$ cat config.mk
export PLATFORM = sky130hd
export DESIGN_NAME = uart_rx_cmd
export DESIGN_NICKNAME = d
export VERILOG_FILES = /design/src/rtl/uart_rx_cmd.sv
export SDC_FILE = /design/constraint.sdc
export NUM_CORES = 1
export LEC_CHECK = 0
export CORE_MARGIN = 2
export CORE_UTILIZATION = 40
export DETAILED_ROUTE_END_ITERATION = 16
export PLACE_DENSITY = 0.59
export SLEW_MARGIN = 20
export SYNTH_ARGS = -nofsm -noshare
export SYNTH_HDL_FRONTEND = slang
export SYNTH_SLANG_ARGS = --single-unit
export TNS_END_PERCENT = 100
$ cat constraint.sdc
create_clock -name clk -period 2.9 [get_ports clk]
set_input_delay 0.29 -clock clk [delete_from_list [all_inputs] [get_ports clk]]
set_output_delay 0.29 -clock clk [all_outputs]
set_load 0.005 [all_outputs]
$ cat src/rtl/uart_rx_cmd.sv
// uart_rx_cmd: 8N1 UART receiver with header/cmd/arg/XOR-checksum packet decoder.
module uart_rx_cmd #(
    parameter int          CLK_FREQ     = 50000000,
    parameter int          BAUD         = 115200,
    parameter int          CLKS_PER_BIT = CLK_FREQ / BAUD,
    parameter logic [7:0]  HEADER       = 8'hAA,
    parameter int          TIMEOUT_BITS = 20
) (
    input  logic        clk,
    input  logic        rst,
    input  logic        rs232_rx,
    output logic [7:0]  rx_byte,
    output logic        rx_byte_valid,
    output logic [7:0]  cmd_id,
    output logic [15:0] cmd_data,
    output logic        cmd_valid,
    output logic        frame_err,
    output logic        chk_err,
    output logic        to_err
);
    localparam int CW     = $clog2(CLKS_PER_BIT);
    localparam int TO_LIM = TIMEOUT_BITS * CLKS_PER_BIT;
    localparam int GW     = $clog2(TO_LIM + 1);
    localparam logic [CW-1:0] HALF = CW'(CLKS_PER_BIT / 2 - 1);
    localparam logic [CW-1:0] FULL = CW'(CLKS_PER_BIT - 1);

    typedef enum logic [1:0] {IDLE, START, DATA, STOP} bit_t;
    typedef enum logic [2:0] {P_HDR, P_CMD, P_DHI, P_DLO, P_CHK} pkt_t;

    bit_t        bst_q, bst_d;
    pkt_t        pst_q, pst_d;
    logic [2:0]  sync_q, sync_d;
    logic [CW-1:0] cnt_q, cnt_d;
    logic [2:0]  idx_q, idx_d;
    logic [7:0]  sr_q, sr_d, cmd_b_q, cmd_b_d, dhi_q, dhi_d, dlo_q, dlo_d;
    logic [GW-1:0] gap_q, gap_d;
    logic [7:0]  rx_byte_q, rx_byte_d, cmd_id_q, cmd_id_d;
    logic [15:0] cmd_data_q, cmd_data_d;
    logic        rbv_q, rbv_d, cv_q, cv_d, fe_q, fe_d, ce_q, ce_d, te_q, te_d;
    logic        line, zero, byte_done, stop_bad, to_fire, byte_ok, good;

    always_comb begin
        sync_d     = {sync_q[1:0], rs232_rx};
        line       = sync_q[1];
        zero       = cnt_q == '0;
        bst_d      = bst_q;
        cnt_d      = cnt_q - CW'(1);
        idx_d      = idx_q;
        sr_d       = sr_q;
        byte_done  = 1'b0;
        stop_bad   = 1'b0;
        case (bst_q)
            IDLE:  if (sync_q[2] && !sync_q[1]) begin
                       bst_d = START;
                       cnt_d = HALF;
                   end
            START: if (zero) begin
                       bst_d = line ? IDLE : DATA;
                       cnt_d = FULL;
                       idx_d = '0;
                   end
            DATA:  if (zero) begin
                       sr_d  = {line, sr_q[7:1]};
                       idx_d = idx_q + 3'd1;
                       cnt_d = FULL;
                       bst_d = idx_q == 3'd7 ? STOP : DATA;
                   end
            STOP:  if (zero) begin
                       bst_d     = IDLE;
                       byte_done = line;
                       stop_bad  = !line;
                   end
            default: bst_d = IDLE;
        endcase
        // a timeout outranks any byte or framing event landing in the same cycle
        to_fire    = pst_q != P_HDR && gap_q == GW'(TO_LIM - 1);
        byte_ok    = byte_done && !to_fire;
        gap_d      = (byte_done || pst_q == P_HDR || to_fire) ? '0 : gap_q + GW'(1);
        rbv_d      = byte_done;
        rx_byte_d  = byte_done ? sr_q : rx_byte_q;
        fe_d       = stop_bad && !to_fire;
        te_d       = to_fire;
        good       = sr_q == (cmd_b_q ^ dhi_q ^ dlo_q);
        cv_d       = byte_ok && pst_q == P_CHK && good;
        ce_d       = byte_ok && pst_q == P_CHK && !good;
        cmd_id_d   = cv_d ? cmd_b_q : cmd_id_q;
        cmd_data_d = cv_d ? {dhi_q, dlo_q} : cmd_data_q;
        cmd_b_d    = byte_ok && pst_q == P_CMD ? sr_q : cmd_b_q;
        dhi_d      = byte_ok && pst_q == P_DHI ? sr_q : dhi_q;
        dlo_d      = byte_ok && pst_q == P_DLO ? sr_q : dlo_q;
        pst_d      = pst_q;
        if (to_fire || stop_bad)
            pst_d = P_HDR;
        else if (byte_ok)
            case (pst_q)
                P_HDR:   pst_d = sr_q == HEADER ? P_CMD : P_HDR;
                P_CMD:   pst_d = P_DHI;
                P_DHI:   pst_d = P_DLO;
                P_DLO:   pst_d = P_CHK;
                default: pst_d = P_HDR;
            endcase
    end

    always_ff @(posedge clk or posedge rst) begin
        if (rst) begin
            sync_q     <= 3'b111;
            bst_q      <= IDLE;
            pst_q      <= P_HDR;
            cnt_q      <= '0;
            idx_q      <= '0;
            sr_q       <= '0;
            cmd_b_q    <= '0;
            dhi_q      <= '0;
            dlo_q      <= '0;
            gap_q      <= '0;
            rx_byte_q  <= '0;
            cmd_id_q   <= '0;
            cmd_data_q <= '0;
            rbv_q      <= 1'b0;
            cv_q       <= 1'b0;
            fe_q       <= 1'b0;
            ce_q       <= 1'b0;
            te_q       <= 1'b0;
        end else begin
            sync_q     <= sync_d;
            bst_q      <= bst_d;
            pst_q      <= pst_d;
            cnt_q      <= cnt_d;
            idx_q      <= idx_d;
            sr_q       <= sr_d;
            cmd_b_q    <= cmd_b_d;
            dhi_q      <= dhi_d;
            dlo_q      <= dlo_d;
            gap_q      <= gap_d;
            rx_byte_q  <= rx_byte_d;
            cmd_id_q   <= cmd_id_d;
            cmd_data_q <= cmd_data_d;
            rbv_q      <= rbv_d;
            cv_q       <= cv_d;
            fe_q       <= fe_d;
            ce_q       <= ce_d;
            te_q       <= te_d;
        end
    end

    assign rx_byte       = rx_byte_q;
    assign rx_byte_valid = rbv_q;
    assign cmd_id        = cmd_id_q;
    assign cmd_data      = cmd_data_q;
    assign cmd_valid     = cv_q;
    assign frame_err     = fe_q;
    assign chk_err       = ce_q;
    assign to_err        = te_q;
endmodule
==> summary.txt, run 1 <==
Synth
  – Post-synth cell types: 49
  – Count of flip-flops with a built-in enable after synthesis: 0
  – Post-synthesis instance area: 4698 µm²
  – Portion of the post-synthesis area used by sequential elements: 0.5494
  – Post-synthesis average cell area: 13.58 µm²
  – Most used flip-flop cell after synthesis: sky130_fd_sc_hd__dfrtp_1
  – Net count of the mapped netlist: 358
  – Total number of yosys warnings: 0
  – Gate count of the mapped netlist: 346
  – Flop and latch count out of synthesis: 103
  – FFs w/ async S/R, synth: 1.000

STA
  – Tightest slew margin relative to the limit: 0.5519
  – Minimum period implied by the final worst setup slack: 2.685 ns
  – Setup-violating endpoint count in the final report: 0
  – Highest Clock Rate: 372.5 MHz
  – Final-report hold violation count: 0
  – Worst-margin pin slew: 0.6708 ns
  – Setup TNS: 0 ns
  – RSZ-0062 raised after global routing: false
  – Clock Skews: 0.008347 ns
  – Fraction of the cycle the final worst path needs: 0.9258
  – Max-slew violation count: 0
  – Worst setup margin: 0.2153 ns

Min path
  – Worst min-delay path class: input pin to flop

Cells and area
  – Final design utilization: 0.4870
  – Diodes inserted: 0
  – Commonest cells after routing, fill and taps aside: sky130_fd_sc_hd__dfrtp_1 (100), sky130_fd_sc_hd__clkdlybuf4s50_1 (39), sky130_fd_sc_hd__mux2_2 (33)
  – Leading cell type in the layout, fill and taps excluded: sky130_fd_sc_hd__dfrtp_1
  – Proportion of layout cells with a drive suffix above 1: 0.2693
  – Layout Cell Area excl Fill: 5560 µm²
  – NumNets Final: 408
  – Area growth from synthesis to final layout: 18.35%

GRT
  – Remaining global-route overflow: 0
  – Global-route wire length before repair: 14,450 µm
  – Number of global-route vias before repair: 2,847
  – Largest net degree at the start of global routing: 40
  – Total routing usage reported by global routing: 0.1442
  – Antenna violations before repair: 0

CTS
  – H-Tree Level Count: 3
  – Latest clock arrival within the worst-skew pair: 0.34 ns
  – CTS Hold Buffers Added: 0
  – CTS tree: built
  – Number of buffers added by the clock tree synthesis step: 9
  – Buffer depth of the longest clock path: 2
  – Register clock-pin slew on the reported worst setup and hold paths: 0.07 ns
  – Clock root cell: sky130_fd_sc_hd__clkbuf_16
  – Sink count of the clock tree: 103
  – # Post-CTS Setup Buffers: 0
  – Number of gates given a new drive strength after cts: 0

Route
  – Post-DRT Antenna Nets: 0
  – Pre-Repair DR Iteration Count: 4
  – Highest metal used: met4
  – Number of vias per cell after detailed routing: 5.033
  – Wire length the detailed router placed on met1: 4293 µm
  – Count of vias placed by the detailed router: 2,738
  – Post-detailed-routing wire length: 8590 µm
  – Wire length per cell after detailed routing: 15.79 µm
  – Total length of routed met2 wires: 3947 µm
  – Met3 WL: 250 µm
  – Remaining design rule violation count: 0
  – Initial detailed-routing violation count: 101

Setup path
  – Critical path destination: cmd_data[14]$_DFFE_PP0P_
  – Worst Reg2Reg Path Length in Cells: 7
  – Highest-delay cell along the critical path: sky130_fd_sc_hd__nand4_4
  – Critical path launch point: cnt_q[0]$_DFF_PP0_
  – Worst reg2reg path endpoint: cmd_data[14]$_DFFE_PP0P_
  – Series of cell instances along the critical path: inv_1, ha_1, nor4b_2, nand4_2, nor4b_4, nand4_4, mux2_4
  – Slack of the worst reg-to-reg path: 0.22 ns
  – Arrival time worst endpoint: 2.91 ns
  – Endpoint kind of the worst setup timing path: flop
  – Kind of start point of the critical path: flop
  – Delay of the slowest cell on the worst path: 0.58 ns
  – Required time of the worst setup path: 3.13 ns
  – Worst flop-to-flop path startpoint: cnt_q[0]$_DFF_PP0_
  – Category of the critical setup timing path: flop to flop
  – Highest fanout seen on the critical path: 25

Floorplan
  – Placeable core region: 11,420 µm²
  – Total Die Area: 12,630 µm²
  – IO Count: 40
  – Starting Density: 0.4115
  – Horizontal die dimension: 112.4 µm
  – Die Height: 112.4 µm
  – Standard-cell rows: 39

Power and ir drop
  – Total power per unit cell area: 606.6 nW/µm²
  – Largest vdd supply drop: 0.3995 mV
  – Leakage power: 2.706 nW

Placement
  – Post-placement setup slack: 0.1901 ns
  – Gp weighted congestion: 0.7671
  – Detailed placement HPWL: 5928 µm
  – Buffers added on ports: 39
  – Post-DP Area: 5266 µm²

Run
  – Number of max-capacitance violations reported: 0

Run status
  – Result of the run: complete, no violations
-- cell usage after synthesis, types with 2 or more instances --
| library cell | instances | share of area |
|---|---|---|
| sky130_fd_sc_hd__nand4_1 | 2 | 0.0027 |
| sky130_fd_sc_hd__a31oi_1 | 2 | 0.0027 |
| sky130_fd_sc_hd__o21ai_0 | 8 | 0.0085 |
| sky130_fd_sc_hd__buf_6 | 5 | 0.012 |
| sky130_fd_sc_hd__or3_1 | 2 | 0.0027 |
| sky130_fd_sc_hd__ha_1 | 9 | 0.024 |
| sky130_fd_sc_hd__nor2_1 | 23 | 0.018 |
| sky130_fd_sc_hd__and2_1 | 2 | 0.0027 |
| sky130_fd_sc_hd__xnor2_1 | 25 | 0.047 |
| sky130_fd_sc_hd__a21oi_1 | 6 | 0.0064 |
| sky130_fd_sc_hd__mux2_2 | 33 | 0.079 |
| sky130_fd_sc_hd__nand3_1 | 11 | 0.012 |
| sky130_fd_sc_hd__xor2_1 | 16 | 0.030 |
| sky130_fd_sc_hd__nor4b_4 | 2 | 0.010 |
| sky130_fd_sc_hd__and4_1 | 2 | 0.0037 |
| sky130_fd_sc_hd__inv_1 | 9 | 0.0072 |
| sky130_fd_sc_hd__dfstp_2 | 3 | 0.017 |
| sky130_fd_sc_hd__clkbuf_1 | 3 | 0.0024 |
| sky130_fd_sc_hd__nor3_1 | 5 | 0.0053 |
| sky130_fd_sc_hd__dfrtp_1 | 100 | 0.53 |
| sky130_fd_sc_hd__mux2_4 | 30 | 0.096 |
| sky130_fd_sc_hd__and3_1 | 4 | 0.0053 |
| sky130_fd_sc_hd__nand3b_1 | 2 | 0.0032 |
| sky130_fd_sc_hd__nor4_2 | 2 | 0.0053 |
| sky130_fd_sc_hd__a32o_1 | 2 | 0.0043 |
| sky130_fd_sc_hd__nand2_1 | 15 | 0.012 |
-- critical path, delay by kind of cell (launching register included) --
family / cells / cell delay (ns)
simple gates: 4 / 1.43
mux: 1 / 0.50
flops: 1 / 0.40
fa+ha+maj: 1 / 0.15
buf+inv: 1 / 0.09
-- registers in the layout, indices dropped and copies added, names as in the netlist, named ones only --
| signal | flops |
|---|---|
| to_err | 1 |
| gap_q | 14 |
| rx_byte_valid | 1 |
| cmd_b_q | 8 |
| cmd_data | 16 |
| dlo_q | 8 |
| dhi_q | 8 |
| chk_err | 1 |
| cnt_q | 9 |
| bst_q | 1 |
| rx_byte | 8 |
| idx_q | 3 |
| sync_q | 3 |
| pst_q | 3 |
| frame_err | 1 |
| sr_q | 8 |
| cmd_valid | 1 |
| cmd_id | 8 |
-- report_power, final --
group | internal [W] | switching, W
sequential | 0.00153 | 0.0000963
combinational | 0.000239 | 0.000332
clock | 0.000655 | 0.000525
total | 0.00242 | 0.000954
-- worst min path at each step --
| stage | end | cells after the start | from |
|---|---|---|---|
| 2_1_floorplan | sync_q[0]$_DFF_PP1_ | 0 | rs232_rx |
| 3_3_place_gp | sync_q[1]$_DFF_PP1_ | 0 | sync_q[0]$_DFF_PP1_ |
| 3_5_place_dp | sync_q[1]$_DFF_PP1_ | 0 | sync_q[0]$_DFF_PP1_ |
| 4_1_cts | sync_q[0]$_DFF_PP1_ | 1 | rs232_rx |
| 6_report | sync_q[0]$_DFF_PP1_ | 1 | rs232_rx |
| 5_1_grt | sync_q[0]$_DFF_PP1_ | 1 | rs232_rx |
-- cells by family (layout without fill, tap and decap cells) --
family / count (synthesis) / after routing / synth area share
DFF: 103 / 103 / 0.5494
and+or+nand+nor: 90 / 90 / 0.1228
muxes: 63 / 63 / 0.1750
xor gates and xnor gates: 41 / 41 / 0.07643
AOI/OAI and AO/OA: 22 / 22 / 0.02983
buffers and inverters: 18 / 73 / 0.02263
adders and majority gates: 9 / 9 / 0.02397
-- routing by layer --
| metal | track usage | up-vias |
|---|---|---|
| met5 | 0 | - |
| met4 | 0.03902 | 0 |
| met3 | 0.03672 | 9 |
| met2 | 0.2217 | 47 |
| met1 | 0.2048 | 1376 |
| li1 | - | 1306 |
-- stage by stage --
step	power (W)	hold WS, ns	std cells
finish	0.003373	0.3520	544
global route	0.003555	0.3583	544
CTS	0.003414	0.3429	544
detailed placement	0.002223	0.3468	528
global placement	0.002203	0.3458	528
floorplan	0.002078	0.2945	346
-- area by class of cell --
cell class	instances	area, µm²
Clock buffer	12	266.5
Clock inverter	4	27.53
Fill cell	1044	5858
Inverter	9	37.54
Multi-Input combinational cell	225	2011
Sequential cell	103	2581
Tap cell	143	178.9
Timing Repair Buffer	48	457.9
Note: power is estimated with default switching activity, not from simulation.
==> run 2: changes to the inputs <==
- PLACE_DENSITY: 0.59 -> 0.57
- clock period: 2.9 -> 3.2 ns (I/O delays scaled with it)
==> run 2 against run 1 <==
  * Sequential share of layout area is 0.13 points higher
  * Final area is 0.27% lower
  * Register-to-register slack gained 0.16 ns
  * Critical path type unchanged
  * Highest routed layer unchanged
==> summary.txt, run 2 (synthesis results as in run 1) <==
Run status
  – Result of the run: complete, no violations (unchanged)

GRT
  – Total routing usage reported by global routing: 0.1449 (was 0.1442)
  – Antenna violations before repair: 0 (unchanged)
  – Remaining global-route overflow: 0 (unchanged)
  – Largest net degree at the start of global routing: 76 (was 40)
  – Global-route wire length before repair: 14,540 µm (was 14,450 µm)
  – Number of global-route vias before repair: 2,902 (was 2,847)

Route
  – Count of vias placed by the detailed router: 2,696 (was 2,738)
  – Number of vias per cell after detailed routing: 5.011 (was 5.033)
  – Initial detailed-routing violation count: 75 (was 101)
  – Pre-Repair DR Iteration Count: 4 (unchanged)
  – Post-detailed-routing wire length: 8403 µm (was 8590 µm)
  – Wire length per cell after detailed routing: 15.62 µm (was 15.79 µm)
  – Remaining design rule violation count: 0 (unchanged)
  – Post-DRT Antenna Nets: 0 (unchanged)

Power and ir drop
  – Leakage power: 2.692 nW (was 2.706 nW)
  – Total power per unit cell area: 564.9 nW/µm² (was 606.6 nW/µm²)
  – Largest vdd supply drop: 0.4767 mV (was 0.3995 mV)

Floorplan
  – Standard-cell rows: 39 (unchanged)
  – Starting Density: 0.4115 (unchanged)
  – Placeable core region: 11,420 µm² (unchanged)
  – IO Count: 40 (unchanged)
  – Horizontal die dimension: 112.4 µm (unchanged)
  – Die Height: 112.4 µm (unchanged)
  – Total Die Area: 12,630 µm² (unchanged)

Run
  – Number of max-capacitance violations reported: 0 (unchanged)

STA
  – Minimum period implied by the final worst setup slack: 2.825 ns (was 2.685 ns)
  – Final-report hold violation count: 0 (unchanged)
  – Clock Skews: 0.006865 ns (was 0.008347 ns)
  – RSZ-0062 raised after global routing: false (unchanged)
  – Tightest slew margin relative to the limit: 0.5643 (was 0.5519)
  – Highest Clock Rate: 354.0 MHz (was 372.5 MHz)
  – Worst-margin pin slew: 0.6536 ns (was 0.6708 ns)
  – Fraction of the cycle the final worst path needs: 0.8827 (was 0.9258)
  – Setup-violating endpoint count in the final report: 0 (unchanged)
  – Max-slew violation count: 0 (unchanged)
  – Setup TNS: 0 ns (unchanged)
  – Fin Hold WS: 0.3145 ns (was 0.3520 ns)

CTS
  – H-Tree Level Count: 3 (unchanged)
  – Number of gates given a new drive strength after cts: 0 (unchanged)
  – Number of buffers added by the clock tree synthesis step: 9 (unchanged)
  – CTS Hold Buffers Added: 0 (unchanged)
  – CTS tree: built (unchanged)
  – Buffer depth of the longest clock path: 2 (unchanged)
  – Latest clock arrival within the worst-skew pair: 0.34 ns (about the same)
  – # Post-CTS Setup Buffers: 0 (unchanged)
  – Clock root cell: sky130_fd_sc_hd__clkbuf_16 (unchanged)
  – Register clock-pin slew on the reported worst setup and hold paths: 0.07 ns (about the same)
  – Sink count of the clock tree: 103 (unchanged)

Cells and area
  – Proportion of layout cells with a drive suffix above 1: 0.2557 (was 0.2693)
  – Commonest cells after routing, fill and taps aside: sky130_fd_sc_hd__dfrtp_1 (100), sky130_fd_sc_hd__clkdlybuf4s50_1 (39), sky130_fd_sc_hd__mux2_2 (33) (unchanged)
  – Combined area of the multi-input logic cells: 2011 µm² (unchanged)
  – Sequential standard cell area: 2581 µm² (unchanged)
  – Leading cell type in the layout, fill and taps excluded: sky130_fd_sc_hd__dfrtp_1 (unchanged)
  – Area growth from synthesis to final layout: 18.03% (was 18.35%)
  – Count of filler cells inserted in the layout: 1,048 (was 1,044)
  – NumNets Final: 402 (was 408)
  – Diodes inserted: 0 (unchanged)
  – Number of flip-flops in the largest register: 16 (unchanged)

Placement
  – Gp weighted congestion: 0.7771 (was 0.7671)
  – Buffers added on ports: 39 (unchanged)
  – Detailed placement HPWL: 5657 µm (was 5928 µm)

Setup path
  – Required time of the worst setup path: 3.43 ns (was 3.13 ns)
  – Category of the critical setup timing path: flop to flop (unchanged)
  – Kind of start point of the critical path: flop (unchanged)
  – Highest fanout seen on the critical path: 25 (unchanged)
  – Endpoint kind of the worst setup timing path: flop (unchanged)
  – Arrival time worst endpoint: 3.05 ns (was 2.91 ns)

Min path
  – Worst min-delay path class: input pin to asynchronous set/reset pin (was input pin to flop)
-- run 2: area by class of cell --
type,count,share of cell area
multi-input cells,225,0.3626
inverters,9,0.006543
flip-flops and latches,103,0.4655
clock buffers,10,0.04129
well taps,143,0.03227
repair buffers,42,0.07671
clock inverters,6,0.01512
-- run 2: worst max-delay path: stages, from the launching register on --
cell	delay [ns]
sky130_fd_sc_hd__dfrtp_1	0.40
sky130_fd_sc_hd__inv_1	0.10
sky130_fd_sc_hd__ha_1	0.14
sky130_fd_sc_hd__nor4b_2	0.29
sky130_fd_sc_hd__nand4_2	0.33
sky130_fd_sc_hd__nor4b_4	0.40
sky130_fd_sc_hd__nand4_4	0.53
sky130_fd_sc_hd__mux2_4	0.50
-- run 2: power breakdown --
part	switching [W]	leakage (nW)	internal (W)
sequential	0.0000913	1.41	0.00138
combinational	0.000293	1.12	0.000213
clock	0.000469	0.157	0.000684
-- run 2: stage by stage --
| step | worst slack (ns) | power (W) | instance area, µm² | utilization | instances |
|---|---|---|---|---|---|
| floorplan | 0.1811 | 0.001883 | 4698 | - | 346 |
| global placement | 0.4233 | 0.001990 | 5233 | 0.4583 | 522 |
| detailed placement | 0.3153 | 0.002004 | 5233 | 0.4583 | 522 |
| CTS | 0.3158 | 0.003174 | 5545 | 0.4856 | 538 |
| global route | 0.1132 | 0.003305 | 5545 | 0.4856 | 538 |
| finish | 0.3755 | 0.003133 | 5545 | 0.4856 | 538 |
-- run 2: final timing paths --
kind	startpoint	to	slack (ns)	cells past startpoint
min in group clk	sync_q[0]$_DFF_PP1_	sync_q[1]$_DFF_PP1_	0.36	0
hold / removal	rst	cmd_data[10]$_DFFE_PP0P_	0.31	2
setup / recovery	cnt_q[0]$_DFF_PP0_	cmd_data[1]$_DFFE_PP0P_	0.38	7
max in group asynchronous	rst	frame_err$_DFF_PP0_	2.15	3
hold reg to reg	sync_q[0]$_DFF_PP1_	sync_q[1]$_DFF_PP1_	0.36	0
setup reg to reg	cnt_q[0]$_DFF_PP0_	cmd_data[1]$_DFFE_PP0P_	0.38	7
-- run 2: layer usage --
metal / vias up / part of all wire / wire [µm] / track usage
met5: - / 0 / 0 / 0
met4: 0 / 0.018 / 153 / 0.06341
met3: 10 / 0.025 / 211 / 0.02754
met2: 35 / 0.45 / 3804 / 0.2165
met1: 1362 / 0.50 / 4234 / 0.2073
li1: 1289 / - / - / -
